`src/rtl/cnn_pkg.sv`:
```
// Shared definitions for the CNN datapath blocks: arbiter state encoding,
// default sizing and a constant-width helper.
package cnn_pkg;

  typedef enum logic {
    ARB_IDLE  = 1'b0,
    ARB_BURST = 1'b1
  } arb_state_t;

  localparam int P_DEFAULT  = 4;
  localparam int AW_DEFAULT = 10;
  localparam int BW_DEFAULT = 4;

  // Ceiling log2, never below 1 so that index vectors always have a bit.
  function automatic int clog2(input int value);
    int r;
    r = 1;
    while ((1 << r) < value) r++;
    return r;
  endfunction

endpackage

```
`src/rtl/rr_picker.sv`:
```
// Combinational round-robin picker: rotate the request vector so that the
// pointer position sits at bit 0, take the lowest set bit, rotate back.
module rr_picker
  import cnn_pkg::*;
#(
  parameter int P  = P_DEFAULT,
  parameter int PW = clog2(P)
) (
  input  logic [P-1:0]  req,
  input  logic [PW-1:0] ptr,
  output logic [PW-1:0] win,
  output logic          any
);

  logic [2*P-1:0] doubled;
  logic [P-1:0]   rotated;

  assign doubled = {req, req};
  assign rotated = doubled[int'(ptr) +: P];

  // Priority-encode the rotated vector and map the offset back to an index.
  always_comb begin
    int off;
    int sum;
    off = 0;
    for (int k = P - 1; k >= 0; k--) begin
      if (rotated[k]) off = k;
    end
    sum = int'(ptr) + off;
    if (sum >= P) sum = sum - P;
    win = PW'(sum);
    any = |req;
  end

endmodule

```
`src/rtl/ifm_mem_arbiter.sv`:
```
// Round-robin arbiter for the shared IFM memory read port. One burst is
// served at a time; a mandatory IDLE cycle separates consecutive bursts.
module ifm_mem_arbiter
  import cnn_pkg::*;
#(
  parameter int P  = P_DEFAULT,
  parameter int AW = AW_DEFAULT,
  parameter int BW = BW_DEFAULT
) (
  input  logic          clk,
  input  logic          rst,
  input  logic [P-1:0]  req,
  input  logic [P*AW-1:0] req_addr,
  input  logic [P*BW-1:0] req_len,
  output logic [P-1:0]  gnt,
  output logic          mem_rd,
  output logic [AW-1:0] mem_addr,
  output logic [P-1:0]  rvalid,
  output logic          rlast,
  output logic          busy
);

  localparam int PW = clog2(P);

  arb_state_t    state_q;
  logic [PW-1:0] ptr_q;
  logic [PW-1:0] win_q;
  logic [AW-1:0] base_q;
  logic [BW-1:0] len_m1_q;
  logic [BW-1:0] beat_q;
  logic [P-1:0]  rvalid_q;
  logic          rlast_q;

  logic [PW-1:0] pick_win;
  logic          pick_any;
  logic [AW-1:0] pick_addr;
  logic [BW-1:0] pick_len;
  logic [P-1:0]  win_onehot;
  logic          last_beat;
  logic          in_burst;

  rr_picker #(
    .P  (P),
    .PW (PW)
  ) u_picker (
    .req (req),
    .ptr (ptr_q),
    .win (pick_win),
    .any (pick_any)
  );

  assign pick_addr  = req_addr[int'(pick_win)*AW +: AW];
  assign pick_len   = req_len[int'(pick_win)*BW +: BW];
  assign win_onehot = P'(1) << win_q;
  assign last_beat  = (beat_q == len_m1_q);
  assign in_burst   = (state_q == ARB_BURST);

  // Port-side outputs decode registered state only; req never reaches them.
  assign busy     = in_burst;
  assign mem_rd   = in_burst;
  assign mem_addr = in_burst ? base_q + AW'(beat_q) : '0;
  assign gnt      = (in_burst && beat_q == '0) ? win_onehot : '0;
  assign rvalid   = rvalid_q;
  assign rlast    = rlast_q;

  // Arbitration FSM, burst address counter and the one-cycle read-return pipe.
  always_ff @(posedge clk) begin
    if (rst) begin
      state_q  <= ARB_IDLE;
      ptr_q    <= '0;
      win_q    <= '0;
      base_q   <= '0;
      len_m1_q <= '0;
      beat_q   <= '0;
      rvalid_q <= '0;
      rlast_q  <= 1'b0;
    end else begin
      rvalid_q <= in_burst ? win_onehot : '0;
      rlast_q  <= in_burst && last_beat;
      case (state_q)
        ARB_IDLE: begin
          if (pick_any) begin
            win_q    <= pick_win;
            base_q   <= pick_addr;
            len_m1_q <= (pick_len == '0) ? '0 : pick_len - BW'(1);
            beat_q   <= '0;
            state_q  <= ARB_BURST;
          end
        end
        ARB_BURST: begin
          if (last_beat) begin
            ptr_q   <= (win_q == PW'(P - 1)) ? '0 : win_q + PW'(1);
            state_q <= ARB_IDLE;
          end else begin
            beat_q <= beat_q + BW'(1);
          end
        end
        default: state_q <= ARB_IDLE;
      endcase
    end
  end

endmodule

```
`config.mk`:
```
export PLATFORM = sky130hd
export DESIGN_NAME = ifm_mem_arbiter
export DESIGN_NICKNAME = d
export VERILOG_FILES = /design/src/rtl/cnn_pkg.sv /design/src/rtl/rr_picker.sv /design/src/rtl/ifm_mem_arbiter.sv
export SDC_FILE = /design/constraint.sdc
export NUM_CORES = 1
export LEC_CHECK = 0
export ABC_AREA = 1
export CORE_MARGIN = 3
export CORE_UTILIZATION = 30
export CTS_CLUSTER_DIAMETER = 40
export CTS_CLUSTER_SIZE = 20
export DETAILED_ROUTE_END_ITERATION = 8
export HOLD_SLACK_MARGIN = 0.05
export PLACE_DENSITY_LB_ADDON = 0.05
export REMOVE_ABC_BUFFERS = 1
export SYNTH_ARGS = -nofsm -noshare
export SYNTH_HDL_FRONTEND = slang
export SYNTH_SLANG_ARGS = --single-unit
```
`constraint.sdc`:
```
create_clock -name clk -period 2.4 [get_ports clk]
set_clock_uncertainty 0.15 [all_clocks]
set_input_delay 0.36 -clock clk [delete_from_list [all_inputs] [get_ports clk]]
set_output_delay 0.36 -clock clk [all_outputs]
set_load 0.05 [all_outputs]
```
==> reports/results.ini, run 1 <==
[critical_path]
r2r_slack_ns = 0
crit_start = base_q[1]$_SDFFE_PP0P_
crit_end = mem_addr[9]
worstSetupPathType = flip-flop to output port
critPathMaxFanout = 3
crit_path_max_incr_delay_ns = 0.37
rr_startpoint = ptr_q[0]$_SDFFE_PP0P_
r2r-end = len_m1_q[2]$_SDFFE_PP0P_
crit_path_cell_trace = ha_4, nand3_2, nand2_2, nand2_2, inv_2, nor2_2, nor2_2, nand2_2, nor2_4, nand2_2, nor3_4, nor3_4, clkbuf_16
critPathLaunchType = flip-flop
crit_slowest_cell = dfxtp_4
cp_num_buf_inv = 2
crit_top_cell = nand2_2
cp.arrival_ns = 2.11
r2r_cells = 17
end_kind = output port
path_delay_family = simple AND/OR/NAND/NOR gates
crit_required_ns = 1.89
crit_cells = 13

[synthesis]
yosysTopAreaCell = dfxtp_1
synthAdderAreaFrac_pct = 7.50
ys_seq_area_share_pct = 26.7
synthArstFlopShare_pct = 0
synth_edf_count = 0
netlist.area_leader.share_pct = 26.7
synth-xor-area-share_pct = 1.67
ys_ff_latch = 28
synth_compound_area_share_pct = 11.6
netlist_top_cells_area = dfxtp_1, nand2_1, nand3_1
synth_commonest_cells = nand2_1, nand3_1, inv_1
syn_area_um2 = 2100
synth_top_family_by_area = simple AND/OR/NAND/NOR gates
synthDistinctLibCells = 33
synthMuxAreaShare_pct = 0.476
yosys_warnings = 0
avgSynthCellArea_um2 = 6.18
synth_flop_cell = dfxtp_1
synthMostInstantiatedCell = nand2_1
synth-simple-area-share_pct = 41.0
synth_cells = 340

[power_and_ir_drop]
power.density_nw_per_um2 = 1140
pwr-share-comb_pct = 76.0
power_switching_mw = 2.27
cellLeakagePower_nw = 1.75
p_total_mw = 4.54
worst_ir_drop_vdd_mv = 1.12
p_seq_share_pct = 17.6
internal_power_mw = 2.26
clkPwrFrac_pct = 6.4
switching_share_pct = 50.1

[floorplan]
die_w_um = 89.7
rows = 29
pin_count = 83
die_area_um2 = 8040
initial_core_util_pct = 32.0
die_h_um = 89.7
core_area_um2 = 6570

[detailed_routing]
wl_per_cell_um = 12.0
drt_iter0_drc = 78
viasPerCell = 4.53
vias = 2504
drtAntennaViolNets = 0
wirelength_um = 6660
dr.pass1.iters = 4
post-route-drc-count = 0

[finish]
drive_above_1_share_pct = 35.7
fin_util_pct = 60.6
num-nets-final = 535
area_growth_pct = 89.5
diodes = 0

[sta]
slew_violations = 0
finalSetupViolations = 6
timing.fmax_mhz = 382
rsz0062_at_grt = yes
timing.hold.ws_ns = 0.316
hold_violations = 0
tns_ns = -0.762
finalCritPeriodShare_pct = 109
worst-slew-pin-transition_ns = 1.08
min_period_ns = 2.62
fin_ws_ns = -0.216
slew_headroom_pct = 27.8

[global_route]
grt_usage_pct = 15.7
antenna_found_initial = 0
grt_pass1_vias = 2216
grt-ovfl-total = 0
grt_first_pass_wirelength_um = 10100
grt_max_degree = 22

[clock_tree]
cts_root_buffer = clkbuf_8
cts_tree = done
h-tree-depth = 1
clkSinkCount = 28
clock_latency_ns = 0.27
clk_pin_slew_ns = 0.10
cts_buffer_depth = 2
cts_buffers = 3

[hold_path]
hp-start = len_m1_q[0]$_SDFFE_PP0P_
hold_path_class = flip-flop to flip-flop

[flow_run]
drv_cap = 0

[placed_design]
hpwl_um = 4780
pre_cts_ws_ns = -0.402
routabilityCongestion = 0.785
portBuffers = 82

[status]
outcome = complete, but fails checks
failed_checks = negative setup slack

-- area by class of cell --
type	count	area, um2
fill	632	2590
multi-input combinational	256	1720
timing repair buffer	125	1320
sequential	28	582
inverter	46	183
tap	93	116
clock buffer	4	55.1
timing repair inverter	1	7.51
-- worst min path at each step --
stage | endpoint | slack [ns] | cells after the start
4_1_cts | len_m1_q[0]$_SDFFE_PP0P_ | 0.32 | 2
6_report | len_m1_q[0]$_SDFFE_PP0P_ | 0.32 | 2
3_3_place_gp | base_q[2]$_SDFFE_PP0P_ | 0.30 | 2
5_1_grt | len_m1_q[0]$_SDFFE_PP0P_ | 0.36 | 2
3_5_place_dp | base_q[2]$_SDFFE_PP0P_ | 0.30 | 2
2_1_floorplan | busy$_SDFF_PP0_ | 0.28 | 1
-- tightest hold or removal path: cells and delay by family, from the launching register on --
kind / cells / cell delay (ns)
AND/OR/NAND/NOR: 2 / 0.10
flip-flops: 1 / 0.33
-- layout by cell type (no fill, tap or decap), drive strengths merged, types with 3 or more instances in the layout --
master / synthesis / final
buf: 5 / 55
dlygate4sd2: 0 / 4
ha: 11 / 11
xnor2: 3 / 3
nor2: 39 / 39
inv: 45 / 44
a21oi: 10 / 10
nor3: 7 / 7
nand2: 100 / 101
o21ai: 24 / 24
clkbuf: 6 / 6
nand3: 45 / 45
clkdlybuf4s50: 0 / 64
dfxtp: 28 / 28
-- routing by layer --
metal / track usage [%] / share of wire (%)
met5: 0 / 0
met1: 22.4 / 47
met4: 2.84 / 0.51
met3: 1.64 / 4.7
met2: 25.8 / 48
-- power by group through the flow --
| stage | clock (mW) | combinational, mW | sequential [mW] |
|---|---|---|---|
| after floorplan | 0 | 1.63 | 0.771 |
| after global placement | 0 | 2.65 | 0.747 |
| after detailed placement | 0 | 2.66 | 0.748 |
| after CTS | 0.300 | 2.86 | 0.772 |
| after global routing | 0.319 | 3.81 | 0.819 |
| final | 0.290 | 3.45 | 0.797 |
-- cells by family (layout without fill, tap and decap cells) --
| family | after synthesis | in the layout |
|---|---|---|
| muxes | 1 | 1 |
| xor gates and xnor gates | 4 | 4 |
| DFF | 28 | 28 |
| adders and majority gates | 12 | 12 |
| buffers and inverters | 57 | 176 |
| AOI/OAI and AO/OA | 42 | 42 |
| and+or+nand+nor | 196 | 197 |
-- repair_timing --
item / CTS / global route
cloned: 2 / 0
pin swaps: 14 / 41
hold buffers: 0 / 0
gates resized for setup: 42 / 84
buffers inserted: 7 / 14
endpoints found under the setup margin: 20 / 22
-- flip-flops by register name, summed over array words and instances, names as in the netlist --
register and count:
base_q 10, rvalid 4, busy 1, len_m1_q 4
ptr_q 2, beat_q 4, win_q 2, rlast 1
-- metrics by stage --
step           area, um2  instances
2_1_floorplan       2040        329
3_5_place_dp        3310        529
6_report            3980        553
5_1_grt             3980        553
4_1_cts             3580        542
3_3_place_gp        3310        529
Note: power is estimated with default switching activity, not from simulation.
==> run 2, diff against run 1 <==
--- a/config.mk
+++ b/config.mk
@@ -5,12 +5,12 @@
 export SDC_FILE = /design/constraint.sdc
 export NUM_CORES = 1
 export LEC_CHECK = 0
-export ABC_AREA = 1
 export CORE_MARGIN = 3
 export CORE_UTILIZATION = 30
 export CTS_CLUSTER_DIAMETER = 40
 export CTS_CLUSTER_SIZE = 20
 export DETAILED_ROUTE_END_ITERATION = 8
+export GPL_TIMING_DRIVEN = 1
 export HOLD_SLACK_MARGIN = 0.05
 export PLACE_DENSITY_LB_ADDON = 0.05
 export REMOVE_ABC_BUFFERS = 1
==> run 2 against run 1 <==
The flow still finishes with violations (negative setup slack). Count of clock-buffer cells in the layout unchanged. Fmax up 4.8%. Power down 21%. Largest power group unchanged. Critical path depth down 4. Worst setup slack better by 0.12 ns.
==> reports/results.ini, run 2 <==
[status]
outcome = complete, but fails checks
failed_checks = negative setup slack

[power_and_ir_drop]
power.density_nw_per_um2 = 993
clkPwrFrac_pct = 8.1
power_switching_mw = 1.44
internal_power_mw = 2.14
p_seq_share_pct = 22.7
switching_share_pct = 40.2
cellLeakagePower_nw = 1.40
pwr-share-comb_pct = 69.2
worst_ir_drop_vdd_mv = 0.343
p_total_mw = 3.57

[critical_path]
end_kind = output port
worstSetupPathType = flip-flop to output port
critPathLaunchType = flip-flop
cp_num_buf_inv = 1
path_delay_family = adder cells
crit_required_ns = 1.89
crit_path_max_incr_delay_ns = 0.35
crit_path_cell_trace = ha_4, fa_2, a21o_1, a21oi_2, nor2b_2, nand2_1, xnor2_1, and2_4, buf_12
critPathMaxFanout = 3
crit_slowest_cell = dfxtp_2
cp.arrival_ns = 1.98

[flow_run]
drv_cap = 0

[sta]
timing.fmax_mhz = 401
finalSetupViolations = 15
min_period_ns = 2.49
slew_violations = 0
rsz0062_at_grt = yes
tns_ns = -0.674
timing.hold.ws_ns = 0.349
finalCritPeriodShare_pct = 104
worst-slew-pin-transition_ns = 0.492
hold_violations = 0
slew_headroom_pct = 67.1
fin_ws_ns = -0.0950

[finish]
postLayoutCellArea_um2 = 3600
fillers = 625
final_cell_mix = clkdlybuf4s50_1, buf_4, nor2_1
largest_register_ffs = 10
num-nets-final = 419
drive_above_1_share_pct = 27.3
diodes = 0
multiInputGateArea_um2 = 1590
regMostFlops = base_q
final_common_cell = clkdlybuf4s50_1
register_area_um2 = 572
area_growth_pct = 66.9

[detailed_routing]
wl_per_cell_um = 13.4
post-route-drc-count = 0
dr.pass1.iters = 4
vias = 2128
drtAntennaViolNets = 0
wirelength_um = 5910
viasPerCell = 4.84
drt_iter0_drc = 66

[floorplan]
initial_core_util_pct = 31.4
die_w_um = 90.8
rows = 30
die_h_um = 90.8
die_area_um2 = 8240
pin_count = 83
core_area_um2 = 6870

[clock_tree]
clkSinkCount = 28
cts_root_buffer = clkbuf_8
cts_buffer_depth = 2
cts_tree = done
h-tree-depth = 1
clock_latency_ns = 0.27
clk_pin_slew_ns = 0.09
cts_buffers = 3

[global_route]
antenna_found_initial = 0
grt_max_degree = 18
grt_usage_pct = 14.4
grt-ovfl-total = 0
grt_first_pass_wirelength_um = 9870
grt_pass1_vias = 2043

[synthesis]
synth_cells = 235
yosysTopAreaCell = dfxtp_1
syn_area_um2 = 2160
avgSynthCellArea_um2 = 9.17
synthArstFlopShare_pct = 0
synth_edf_count = 0
ys_seq_area_share_pct = 26.0
synthMostInstantiatedCell = nor2_1
synth_commonest_cells = nor2_1, dfxtp_1, and2_1
synthDistinctLibCells = 53
netlist_top_cells_area = dfxtp_1, mux4_1, ha_1
yosys_warnings = 0
netlist.area_leader.share_pct = 26.0
synth_flop_cell = dfxtp_1
ys_ff_latch = 28

[hold_path]
hold_path_class = flip-flop to flip-flop

[placed_design]
portBuffers = 82
place_area_um2 = 3380
routabilityCongestion = 0.849
hpwl_um = 4770
pre_cts_ws_ns = -0.747

## run 2: kinds of logic (layout without fill, tap and decap cells)
| group | count (synthesis) | after routing | synth area share [%] |
|---|---|---|---|
| buf+inv | 21 | 130 | 5.28 |
| simple gates | 89 | 89 | 21.2 |
| compound gates | 63 | 63 | 22.7 |
| xor+xnor | 10 | 10 | 4.41 |
| flops | 28 | 28 | 26.0 |
| mux | 12 | 12 | 13.1 |
| fa+ha+maj | 12 | 12 | 7.31 |
## run 2: final timing paths
check	startpoint	endpoint	slack (ns)	cells after the start
worst max-delay path	beat_q[0]$_SDFFE_PP0P_	mem_addr[8]	-0.09	9
worst min-delay path	base_q[3]$_SDFFE_PP0P_	base_q[3]$_SDFFE_PP0P_	0.35	1
worst max register to register	ptr_q[0]$_SDFFE_PP0P_	base_q[1]$_SDFFE_PP0P_	-0.05	8
worst min register to register	base_q[3]$_SDFFE_PP0P_	base_q[3]$_SDFFE_PP0P_	0.35	1
## run 2: metrics by stage
step,cells,utilization (%)
final,440,52.4
after global routing,440,52.4
after CTS,439,51.8
after detailed placement,431,49.2
after global placement,431,49.2
after floorplan,222,-
## run 2: power groups by stage
stage | Combinational, mW | Clock, mW | Sequential, mW
floorplan | 1.25 | 0 | 0.853
CTS | 2.44 | 0.299 | 0.808
detailed placement | 2.27 | 0 | 0.791
global route | 2.68 | 0.316 | 0.841
global placement | 2.25 | 0 | 0.791
finish | 2.47 | 0.288 | 0.811
## run 2: repair_timing
| action | CTS | global route |
|---|---|---|
| resized for setup | 47 | 13 |
| hold buffers | 0 | 0 |
| endpoints found under the setup margin | 20 | 25 |
| pin swaps | 15 | 13 |
| buffers inserted | 4 | 1 |
## run 2: cell type report
| type | count | area share (%) |
|---|---|---|
| clock buffer | 4 | 1.53 |
| multi-input combinational | 186 | 44.1 |
| tap | 96 | 3.34 |
| sequential | 28 | 15.9 |
| timing repair buffer | 118 | 34.3 |
| inverter | 8 | 0.834 |
## run 2: metal layers
metal  GRT usage (%)  vias to the layer above  part of all wire [%]
met4            2.26                        0                  0.39
li1                -                     1100                     -
met5               0                        -                     0
met2            24.5                       52                    48
met1            19.3                      974                    47
met3            2.50                        2                   4.4
